File: config.mk
export PLATFORM = sky130hd
export DESIGN_NAME = cdb_arbiter
export DESIGN_NICKNAME = d
export VERILOG_FILES = /design/src/rtl/cdb_arbiter.sv
export SDC_FILE = /design/constraint.sdc
export NUM_CORES = 1
export LEC_CHECK = 0
export BUFFER_PORTS_ARGS = -buffer_cell sky130_fd_sc_hd__buf_4
export CAP_MARGIN = 20
export CORE_ASPECT_RATIO = 0.6
export CORE_MARGIN = 2
export CORE_UTILIZATION = 34
export DETAILED_ROUTE_END_ITERATION = 10
export PLACE_DENSITY = 0.65
export SYNTH_ARGS = -nofsm -noshare
export SYNTH_HDL_FRONTEND = slang
export SYNTH_SLANG_ARGS = --single-unit
File: constraint.sdc
create_clock -name clk -period 3.3 [get_ports clk]
set_input_delay 0.165 -clock clk [delete_from_list [all_inputs] [get_ports clk]]
set_output_delay 0.165 -clock clk [all_outputs]
set_load 0.005 [all_outputs]
File: src/rtl/cdb_arbiter.sv
// cdb_arbiter: round-robin arbiter sharing the common data bus among NUM_FU
// out-of-order functional units. The winning FU's result is registered onto
// the CDB for exactly one cycle. A ROB flush blocks grants, drops any pending
// broadcast and returns priority to FU 0.
module cdb_arbiter #(
  parameter int NUM_FU      = 4,
  parameter int XLEN        = 32,
  parameter int ROB_TAG_LEN = 5
) (
  input  logic                          clk,
  input  logic                          reset_n,
  input  logic                          flush,
  input  logic [NUM_FU-1:0]             fu_valid,
  output logic [NUM_FU-1:0]             fu_ready,
  input  logic [NUM_FU*ROB_TAG_LEN-1:0] fu_rob_tag,
  input  logic [NUM_FU*XLEN-1:0]        fu_data,
  input  logic [NUM_FU*XLEN-1:0]        fu_target_pc,
  input  logic [NUM_FU-1:0]             fu_mispredict,
  output logic                          cdb_valid,
  output logic [ROB_TAG_LEN-1:0]        cdb_rob_tag,
  output logic [XLEN-1:0]               cdb_data,
  output logic [XLEN-1:0]               cdb_target_pc,
  output logic                          cdb_mispredict,
  output logic [$clog2(NUM_FU)-1:0]     rr_ptr
);

  localparam int PTR_W = $clog2(NUM_FU);

  logic [PTR_W-1:0] grant_idx;
  logic             grant_any;
  logic [PTR_W-1:0] next_ptr;
  logic [PTR_W:0]   scan_sum;
  logic [PTR_W-1:0] scan_idx;
  logic [PTR_W:0]   inc_sum;

  // Round-robin scan starting at rr_ptr; first valid requester wins.
  // Grants are suppressed during reset and flush.
  always_comb begin
    fu_ready  = '0;
    grant_idx = '0;
    grant_any = 1'b0;
    scan_sum  = '0;
    scan_idx  = '0;
    if (reset_n && !flush) begin
      for (int unsigned off = 0; off < NUM_FU; off++) begin
        // Wrap explicitly so non-power-of-two NUM_FU still scans correctly.
        scan_sum = {1'b0, rr_ptr} + (PTR_W+1)'(off);
        if (scan_sum >= (PTR_W+1)'(NUM_FU))
          scan_sum = scan_sum - (PTR_W+1)'(NUM_FU);
        scan_idx = scan_sum[PTR_W-1:0];
        if (!grant_any && fu_valid[scan_idx]) begin
          grant_any          = 1'b1;
          grant_idx          = scan_idx;
          fu_ready[scan_idx] = 1'b1;
        end
      end
    end
  end

  // Priority moves to the FU just after the winner, wrapping to 0.
  always_comb begin
    inc_sum = {1'b0, grant_idx} + (PTR_W+1)'(1);
    if (inc_sum >= (PTR_W+1)'(NUM_FU))
      next_ptr = '0;
    else
      next_ptr = inc_sum[PTR_W-1:0];
  end

  // Output register and priority pointer; payload holds when idle.
  always_ff @(posedge clk or negedge reset_n) begin
    if (!reset_n) begin
      cdb_valid      <= 1'b0;
      cdb_rob_tag    <= '0;
      cdb_data       <= '0;
      cdb_target_pc  <= '0;
      cdb_mispredict <= 1'b0;
      rr_ptr         <= '0;
    end else if (flush) begin
      cdb_valid <= 1'b0;
      rr_ptr    <= '0;
    end else if (grant_any) begin
      cdb_valid      <= 1'b1;
      cdb_rob_tag    <= fu_rob_tag[grant_idx*ROB_TAG_LEN +: ROB_TAG_LEN];
      cdb_data       <= fu_data[grant_idx*XLEN +: XLEN];
      cdb_target_pc  <= fu_target_pc[grant_idx*XLEN +: XLEN];
      cdb_mispredict <= fu_mispredict[grant_idx];
      rr_ptr         <= next_ptr;
    end else begin
      cdb_valid <= 1'b0;
    end
  end

endmodule

# After elaboration in Yosys (flattened, before gate mapping)
# Index checks and enable logic that the tools add are counted.
# word_totals
wordCells	102
regBits	73
inputBits	287
# classes
n_addsub	8
muxes	52
bitwise_logic	4
shift	3
n_reduce_logical	14
order_cmp	14
n_mul	1
# ops
op	n
128-bit by 8-bit variable part select with 32-bit output	2
2-bit 2-to-1 mux	16
4-bit 2-to-1 mux	8
20-bit by 6-bit variable part select with 5-bit output	1
1-bit 2-to-1 mux	19
2-bit by 3-bit < comparator with 1-bit output (second input constant)	5
3-bit >= comparator (second input constant)	4
4-bit bitwise OR	3
1-bit binary-select mux with 2-bit select	5
1-bit demux with 2-bit select	4
2-bit by 1-bit >= comparator with 1-bit output (second input constant)	4
1-bit logical AND	8
2-bit by 1-bit subtractor with 2-bit output (second input constant)	4
2-bit by 1-bit adder with 3-bit output (second input constant)	2
2-bit by 2-bit adder with 3-bit output (second input constant)	2
2-bit by 3-bit multiplier with 5-bit output (second input constant)	1
1-bit zero test	4
2-bit by 3-bit >= comparator with 1-bit output (second input constant)	1
2-bit AND reduction	1
2-bit nonzero test	1
1-bit NOT	1

# Logic depth before layout (Yosys ltp)
# logic_depth
word_depth	24
mapped_depth	12

# Least setup slack after synthesis
# No wires, ideal clock.
# synth_timing
path_kind	reg2reg
from	register rr_ptr[0]
to	register cdb_target_pc[10]
arrival_time_ps	2524
setup_ps	161
period_less_slack_ps	2686
required_ps	3139
path_slack_ps	614
stages_incl_launch_ff	12
path_cell_list	dfrtp_1 buf_6 buf_6 inv_1 ha_1 mux4_2 o21ai_4 nand2_4 buf_12 buf_8 a211oi_2 a311oi_2
# synth_between
elab_chain_cells	20
word_cells_on_any_way	48
classes_between	add/sub (7); order compare (4); shift (1); mux (29); reduce/logical (7)
# synth_rtl
item	line	source
start: declaration	24	output logic [$clog2(NUM_FU)-1:0] rr_ptr
start signal: assignment	87	rr_ptr <= next_ptr;
2-bit by 3-bit >= comparator with 1-bit output / 2-bit by 1-bit subtractor with 2-bit output (equally long branches)	48, 49	
2-bit 2-to-1 mux	48	if (scan_sum >= (PTR_W+1)'(NUM_FU))
2-bit 2-to-1 mux	44	if (reset_n && !flush) begin
1-bit binary-select mux with 2-bit select	51	if (!grant_any && fu_valid[scan_idx]) begin
1-bit 2-to-1 mux (implied by the code)	51	
1-bit 2-to-1 mux	51	
1-bit 2-to-1 mux	44	
1-bit zero test	51	
[... 4 more ...]	n/a	
1-bit logical AND	51	
1-bit 2-to-1 mux	51	
1-bit 2-to-1 mux	44	
1-bit zero test	51	
1-bit logical AND	51	
2-bit 2-to-1 mux / 1-bit 2-to-1 mux (equally long branches)	51	
2-bit 2-to-1 mux / 1-bit 2-to-1 mux (equally long branches)	44	
128-bit by 8-bit variable part select with 32-bit output / 2-bit AND reduction (equally long branches)	n/a	
end signal: assignment	85	cdb_target_pc <= fu_target_pc[grant_idx*XLEN +: XLEN];
end: declaration	22	output logic [XLEN-1:0] cdb_target_pc,
# Several ways; a longest one is shown, not always the timed one. The select of a mux whose other input is x is not followed.
# A chain may end at the register's enable or synchronous reset.

# Worst setup path in the final report
# layout_timing
from	register rr_ptr[1]
to	register cdb_target_pc[19]
# The elaborated chain is that of the path after synthesis.

==> flow_summary_export.csv <==
group,metric,value,unit
outcome,status,"finished, final reports clean",
placed_design,place_hpwl,16.4,mm
setup_path,crit_fanout,53,
synth,synth_common_cells,"nand2_1, nor2_1, dfrtp_1",
setup_path,cp.arrival,3.30,ns
floorplanning,core_area,17100,sq um
pwr,peakVddDrop,225,uV
synth,synth_area,5960,sq um
grt,track_usage,23.6,%
grt,grt_pass1_vias,6170,
floorplanning,die_w,175,um
grt,grt_pass1_wl,34.5,mm
layout,multi_input_area,3670,sq um
layout,antenna_cells,0,
routing,drc,0,
pwr,total_leakage_power,4.06,nW
run,maxCapViolations,0,
setup_path,cp-startpoint,"rr_ptr[1]$_DFFE_PN0P_",
clock_tree,cts_tree,"yes",
routing,via_count,6123,
pwr,powerDensity,461,nW/um^2
setup_path,r2r_slack,0.23,ns
floorplanning,die_h,107,um
synth,yosysTopAreaCell,"dfrtp_1",
layout,fin_cells,1190,
floorplanning,ios,364,
synth,syn-num-nets,917,
layout,num-fill-cells,1600,
sta,period_minus_slack,3.07,ns
synth,ys_top_cells_by_area,"dfrtp_1, a311oi_2, a211oi_2",
clock_tree,clockRootBuffer,"clkbuf_16",
min_path,hold_class,"in -> reg",
sta,rsz0062_at_grt,"no",
synth,synthArstFlopShare,100,%
synth,post-synth-top-count-cell,"nand2_1",
routing,vias_per_cell,5.15,
pwr,p_comb_share,41.8,%
sta,finalMaxSlewViolations,0,
min_path,min_from,"flush",
sta,tightest_slew,0.929,ns
synth,syn_avg_cell_area,9.58,sq um
sta,clock-skew-final,0.00754,ns
setup_path,start_kind,"flop",
layout,nets,1246,
synth,ys.flop_type,"dfrtp_1",
setup_path,crit_required,3.53,ns
clock_tree,cts_setup_buffers,0,
synth,synthSimpleGateAreaFrac,24.6,%
layout,seqCellArea,1830,sq um
synth,synth-seq-cells,73,
pwr,switching_share,32.5,%
synth,synth_top_family_by_area,"compound AO/OA/AOI/OAI gates",
grt,grt_max_degree,73,
synth,muxShareOfSynthArea,1.87,%
clock_tree,insertion_delay,0.33,ns
clock_tree,cts_buffers,9,
routing,dr.pass1.iters,5,
layout,area_delta_synth_final,52.4,%
layout,drive_gt1_share,58.4,%
synth,synthAdderAreaFrac,1.68,%
sta,worst_hold_slack,0.103,ns
sta,finalWorstSetupSlack,0.227,ns
clock_tree,clk_path_buf_depth,2,
synth,yosysSeqAreaShare,30.7,%
synth,synthXorXnorAreaFrac,0.147,%
routing,wire_per_inst,19.1,um
routing,drt-initial-drc-count,321,
clock_tree,htree_levels,3,
synth,yosysWarnings,0,
pwr,total_power,4.19,mW
floorplanning,die_area,18600,sq um
sta,relSlewSlack,38.1,%
routing,antenna_left,0,
clock_tree,clk_pin_slew_worst_paths,0.07,ns
floorplanning,start_util,34.8,%
routing,wl,22.7,mm
sta,final-setup-viol-count,0,
placed_design,routabilityCongestion,0.850,
placed_design,io_buffers,363,
pwr,p_switching,1.36,mW
grt,grt_overflow_total,0,
synth,synth_edf_count,0,
pwr,p_clk_share,28.4,%
floorplanning,fp-row-count,37,
sta,setup_tns,0,ns
synth,synthCells,622,
synth,synth_top_area_share,30.7,%
pwr,seq_power_share,29.8,%
synth,synthDistinctLibCells,38,
sta,fmax,325,MHz
placed_design,dp_slack,0.252,ns
setup_path,path_class,"reg -> reg",
clock_tree,clkSinkCount,73,
synth,synth_compound_area_share,32.7,%
setup_path,end_kind,"flop",
sta,hold_violations,0,
sta,min_period_over_period,93.1,%
setup_path,r2r_start,"rr_ptr[1]$_DFFE_PN0P_",
grt,antenna_found_initial,0,
pwr,intPower,2.83,mW
placed_design,numPlacedInstances,1173,
==> power groups by stage <==
stage                     clock [mW]  combinational (mW)  sequential [mW]
after detailed placement           0                1.76             1.26
after global placement             0                1.75             1.26
after CTS                       1.22                1.76             1.25
after global routing            1.25                1.89             1.28
after floorplan                    0               0.944             1.27
final                           1.19                1.75             1.25
==> routing by layer <==
layer  GRT usage (%)  share of wire, %
met4            4.11              0.87
met2            40.0                49
met3            6.22               7.7
met5               0                 0
met1            30.6                43
==> path summary, 6_finish.rpt <==
check | endpoint | cells after the start
max in group asynchronous | cdb_data[13]$_DFFE_PN0P_ | 4
min reg2reg | cdb_target_pc[12]$_DFFE_PN0P_ | 2
min in group asynchronous | cdb_target_pc[4]$_DFFE_PN0P_ | 3
max | cdb_target_pc[19]$_DFFE_PN0P_ | 8
max reg2reg | cdb_target_pc[19]$_DFFE_PN0P_ | 8
min | rr_ptr[1]$_DFFE_PN0P_ | 3
==> cells in the final DEF, fill, tap and decap left out, drive strengths merged, types with 2 or more instances in the layout <==
master and n:
a211oi 71, nor2b 2, buf 380, a311oi 70
ha 8, or3 2, clkbuf 12, o21ai 6
nor3 2, inv 4, a221oi 4, nor2 82
nand2 143, nand2b 3, bufinv 3, and3 71
mux4 4, dfrtp 73, a22oi 4
==> through the flow <==
stage               utilization [%]  area (sq um)
floorplan                         -          5960
global placement               50.8          8710
detailed placement             50.8          8710
CTS                            53.0          9070
global route                   53.0          9080
finish                         53.0          9080
==> cell type report <==
cell class	instances	area share, %
Clock buffer	12	2.82
Sequential cell	73	20.1
Inverter	4	0.165
Timing Repair Buffer	381	32.2
Multi-Input combinational cell	482	40.4
Clock inverter	4	1.09
Tap cell	234	3.22
==> registers in the layout (all words and copies together), names as in the netlist <==
signal,cells
cdb_target_pc,32
rr_ptr,2
cdb_mispredict,1
cdb_rob_tag,5
cdb_valid,1
cdb_data,32
==> kinds of logic after synthesis <==
| family | after synthesis |
|---|---|
| muxes | 6 |
| DFF | 73 |
| AOI/OAI and AO/OA | 161 |
| xor gates and xnor gates | 1 |
| adders and majority gates | 8 |
| and+or+nand+nor | 306 |
| buffers and inverters | 67 |
==> critical path, stage by stage (launching register included) <==
cell      delay [ns]
dfrtp_1         0.52
inv_1           0.17
ha_1            0.43
mux4_2          0.46
o21ai_4         0.28
buf_4           0.50
and3_1          0.28
a211oi_2        0.05
a311oi_2        0.25
==> timing repair <==
| action | CTS | global route |
|---|---|---|
| hold buffers | 1 | 0 |
| gates resized for setup | 0 | 1 |
| endpoints found under the hold margin | 34 | 0 |
| setup endpoints to repair | 0 | 4 |
Note: power is estimated with default switching activity, not from simulation.
